<file path="src/rtl/tmds_encoder.sv">
// rtl/tmds_encoder.sv - one TMDS channel: 8b/10b transition-minimised, DC-balanced encoder
module tmds_encoder (
    input  logic       clk,
    input  logic       rst,
    input  logic [7:0] data,
    input  logic       de,
    input  logic       c0,
    input  logic       c1,
    output logic [9:0] tmds
);

    function automatic logic [3:0] popcount8(input logic [7:0] v);
        logic [3:0] n;
        n = 4'd0;
        for (int i = 0; i < 8; i++) begin
            n = n + {3'd0, v[i]};
        end
        return n;
    endfunction

    function automatic logic [8:0] minimise(input logic [7:0] d);
        logic [3:0] n1d;
        logic       use_xnor;
        logic [8:0] q;
        n1d      = popcount8(d);
        use_xnor = (n1d > 4'd4) || (n1d == 4'd4 && !d[0]);
        q        = 9'd0;
        q[0]     = d[0];
        for (int i = 1; i < 8; i++) begin
            q[i] = use_xnor ? ~(q[i-1] ^ d[i]) : (q[i-1] ^ d[i]);
        end
        q[8] = ~use_xnor;
        return q;
    endfunction

    // Stage 1: transition-minimised word plus its ones count
    logic [8:0] q_m_d, q_m_q;
    logic [3:0] n1q_d, n1q_q;
    logic       de_q, c0_q, c1_q;

    assign q_m_d = minimise(data);
    assign n1q_d = popcount8(q_m_d[7:0]);

    always_ff @(posedge clk) begin
        if (rst) begin
            q_m_q <= 9'd0;
            n1q_q <= 4'd0;
            de_q  <= 1'b0;
            c0_q  <= 1'b0;
            c1_q  <= 1'b0;
        end else begin
            q_m_q <= q_m_d;
            n1q_q <= n1q_d;
            de_q  <= de;
            c0_q  <= c0;
            c1_q  <= c1;
        end
    end

    // Stage 2: pick inverted or plain payload to steer running disparity toward zero
    logic signed [4:0] cnt_d, cnt_q;
    logic signed [4:0] n1s, n0s, diff;
    logic        [9:0] tmds_d, tmds_q;

    assign n1s  = $signed({1'b0, n1q_q});
    assign n0s  = 5'sd8 - n1s;
    assign diff = n1s - n0s;

    always_comb begin
        tmds_d = tmds_q;
        cnt_d  = cnt_q;
        if (!de_q) begin
            case ({c1_q, c0_q})
                2'b00:   tmds_d = 10'b1101010100;
                2'b01:   tmds_d = 10'b0010101011;
                2'b10:   tmds_d = 10'b0101010100;
                default: tmds_d = 10'b1010101011;
            endcase
            cnt_d = 5'sd0;
        end else if (cnt_q == 5'sd0 || diff == 5'sd0) begin
            tmds_d = {~q_m_q[8], q_m_q[8], q_m_q[8] ? q_m_q[7:0] : ~q_m_q[7:0]};
            cnt_d  = q_m_q[8] ? (cnt_q + diff) : (cnt_q - diff);
        end else if ((!cnt_q[4] && diff > 5'sd0) || (cnt_q[4] && diff < 5'sd0)) begin
            tmds_d = {1'b1, q_m_q[8], ~q_m_q[7:0]};
            cnt_d  = cnt_q + (q_m_q[8] ? 5'sd2 : 5'sd0) - diff;
        end else begin
            tmds_d = {1'b0, q_m_q[8], q_m_q[7:0]};
            cnt_d  = cnt_q - (q_m_q[8] ? 5'sd0 : 5'sd2) + diff;
        end
    end

    always_ff @(posedge clk) begin
        if (rst) begin
            tmds_q <= 10'b1101010100;
            cnt_q  <= 5'sd0;
        end else begin
            tmds_q <= tmds_d;
            cnt_q  <= cnt_d;
        end
    end

    assign tmds = tmds_q;

endmodule

</file>
<file path="config.mk">
export PLATFORM = sky130hd
export DESIGN_NAME = tmds_encoder
export DESIGN_NICKNAME = d
export VERILOG_FILES = /design/src/rtl/tmds_encoder.sv
export SDC_FILE = /design/constraint.sdc
export NUM_CORES = 1
export LEC_CHECK = 0
export BUFFER_PORTS_ARGS = -buffer_cell sky130_fd_sc_hd__buf_2
export CORE_MARGIN = 2
export CORE_UTILIZATION = 51
export CTS_CLUSTER_DIAMETER = 200
export DETAILED_ROUTE_END_ITERATION = 10
export HOLD_SLACK_MARGIN = 0.15
export PLACE_DENSITY_LB_ADDON = 0.15
export SYNTH_ARGS = -nofsm -noshare
export SYNTH_HDL_FRONTEND = slang
export SYNTH_SLANG_ARGS = --single-unit
</file>
<file path="constraint.sdc">
create_clock -name clk -period 8 [get_ports clk]
set_input_delay 0.4 -clock clk [delete_from_list [all_inputs] [get_ports clk]]
set_output_delay 0.4 -clock clk [all_outputs]
set_load 0.01 [all_outputs]
</file>
==> summary.txt <==
Status = finished clean
Final WL = 3.68 mm
Min-delay worst type = in -> reg
Post-layout minimum cycle time = 5650 ps
Leak pwr = 1.14 nW
First-pass GRT wire length = 6.05 mm
Finished Layout Cells = 296
Seq cells post-synth = 30
Die Area = 4710 um^2
Max-slew violation count = 0
# Post-CTS Setup Buffers = 0
CTS Hold Bufs = 0
Worst-path clk slew = 60 ps
Post-synthesis mux area share = 2.06%
Compound-Gate Fraction of Synth Area = 9.46%
Post-Place Cell Area = 2280 um^2
Antenna Cells = 0
Syn Nets = 271
Synthesized netlist cell count = 220
Vias per inst = 4.91
WP data required = 8160 ps
Nets = 296
# clock sinks = 30
Footprint of the multi-input gates = 1380 um^2
Critical path arrival = 5810 ps
Syn. warnings = 0
Routed wire per std cell = 12.4 um
Crit-path max FO = 4
Commonest non-fill, non-tap cell in the layout = inv_1
Max incr delay on CP = 560 ps
Drt pass-1 iters = 4
Post-CTS sizing = 0
Leading area contributor after synthesis = dfxtp_1
Synth Area in XOR/XNOR = 14.6%
Layout Skew = 3.17 ps
# port buffers = 22
Slowest-stage cell, CP = fa_1
Post-route ant nets = 0
Gr usage total = 17.6%
Gpl congestion = 0.796
CTS Buffer Depth = 2
Final setup violation count = 0
Synth cell types = 41
Synth-to-Final Area Change = 11.5%
Synth Cell Area = 2130 um^2
Die width = 68.6 um
Area of the core = 4000 um^2
CP endpoint kind = flip-flop
FILL cells = 374
Synth top area share = 28.2%
Final Util = 59.4%
TritonCTS clock tree = done
Pre-CTS WS = 2040 ps
Max-cap violations = 0
Num ports = 23
Pwr/cell area = 422 nW/um^2
Die H = 68.6 um
Worst Tran Pin Value = 534 ps
FF/Latch Area = 601 um^2
Top cell by count, worst path = fa_1
Finished Cell Area = 2370 um^2
Routed via count = 1453
Post-synthesis sequential area ratio = 28.2%
Num rows = 23
Initial core utilization = 53.2%
Post-Synth Simple-Gate Area = 12.1%
Post-Synth Adder-Cell Area = 26.6%
Gr ovfl total = 0
DRT iter0 DRCs = 45
Setup TNS = 0 ps
DRC violation count after routing = 0
Crit-path cells = buf_2 -> inv_1 -> fa_1 -> fa_1 -> fa_1 -> inv_1 -> ha_1 -> fa_1 -> nor3b_1 -> o22ai_2 -> xor2_1 -> fa_1 -> xnor2_1 -> ha_1 -> inv_1 -> fa_1 -> inv_1 -> ha_1 -> inv_1 -> fa_1 -> xor2_1 -> nor2_1
Most frequent cells in the layout = 33 x inv_1, 30 x dfxtp_1, 26 x ha_1
Total chip power = 1.00 mW
Dpl cells = 288
H-tree depth = 2
Final worst path period share = 70.6%
RSZ-0062 raised after global routing = false
Worst setup margin = 2350 ps
Antenna violations before repair = 0
Final hold violations = 0
Largest net degree at the start of global routing = 23
Clk_lat worst skew = 280 ps
Critical path class = in -> reg
Fin Hold WS = 333 ps
Layout cells sized above 1 = 16.7%
Slew HR = 64.1%
Vias in the first global route = 1361
Top area cells in the synthesized netlist = dfxtp_1 28%, ha_1 15%, fa_1 11%, xnor2_1 9.0%, inv_1 5.8%
Maximum VDD drop = 238 uV
HPWL after detailed placement = 3.01 mm
Avg Inst Size Synth = 9.68 um^2
Root Buffer = clkbuf_8
Max Freq = 177 MHz
CTS Buf Count = 5
CP Launch Type = input pin
Combinational family with the most area after synthesis = adder cells
flip-flops by register name, indices dropped and copies added (netlist names):
register  cells
cnt_q         4
q_m_q         9
n1q_q         4
tmds         10
de_q          1
c1_q          1
c0_q          1
logic make-up (layout without fill, tap and decap cells):
family                   count (synthesis)  count (layout)
AO/OA/AOI/OAI                           33              33
XOR/XNOR                                32              32
adder cells (fa/ha/maj)                 38              38
buffers and inverters                   38              64
flip-flops                              30              30
multiplexers                             3               3
AND/OR/NAND/NOR                         46              46
power breakdown:
part	internal [mW]	switching, mW	total [mW]
Clock	0.0690	0.0587	0.128
Combinational	0.311	0.352	0.663
Sequential	0.184	0.0272	0.211
Yosys cell counts (all sizes together):
| cell | count |
|---|---|
| clkbuf | 3 |
| nand2 | 2 |
| xor3 | 1 |
| xnor2 | 24 |
| o21bai | 1 |
| o21ai | 4 |
| mux2 | 1 |
| a211o | 1 |
| o31ai | 1 |
| o22ai | 1 |
| nand2b | 1 |
| nor2 | 17 |
| nand3 | 3 |
| nor2b | 9 |
| nor4 | 2 |
| nor3b | 2 |
| and3 | 1 |
| a21boi | 1 |
| nand3b | 2 |
| a31oi | 1 |
| or2 | 2 |
| ha | 26 |
| nand4b | 1 |
| inv | 34 |
| or3 | 1 |
| a21oi | 18 |
| mux2i | 2 |
| o21a | 1 |
| nor3 | 3 |
| xor2 | 7 |
| fa | 12 |
| a211oi | 2 |
| buf | 1 |
| a21o | 2 |
| dfxtp | 30 |
layout make-up:
type | instances | share of cell area [%]
repair buffers | 22 | 4.64
clock inverters | 2 | 0.527
flip-flops and latches | 30 | 25.3
clock buffers | 6 | 3.48
inverters | 34 | 5.37
well taps | 50 | 2.63
multi-input cells | 152 | 58.1
per-layer routing:
layer | global-route usage (%) | wire length (um)
met1 | 21.8 | 1750
met2 | 30.4 | 1820
met3 | 3.90 | 78
met4 | 5.25 | 37
met5 | 0 | 0
critical path: cells and delay by family:
family / cells / cell delay, ps
adder cells (fa/ha/maj): 10 / 3900
XOR/XNOR: 3 / 620
buffers and inverters: 6 / 410
AND/OR/NAND/NOR: 2 / 320
AO/OA/AOI/OAI: 1 / 180
path summary, 6_finish.rpt:
path                  from        to  slack, ps  cells past startpoint
setup / recovery   data[0]  n1q_q[2]       2350                     22
hold / removal          c1      c1_q        330                      2
setup reg to reg  q_m_q[8]  cnt_q[4]       5520                      9
hold reg to reg   q_m_q[7]   tmds[7]        540                      2
Power figures use the tool's default switching activity.
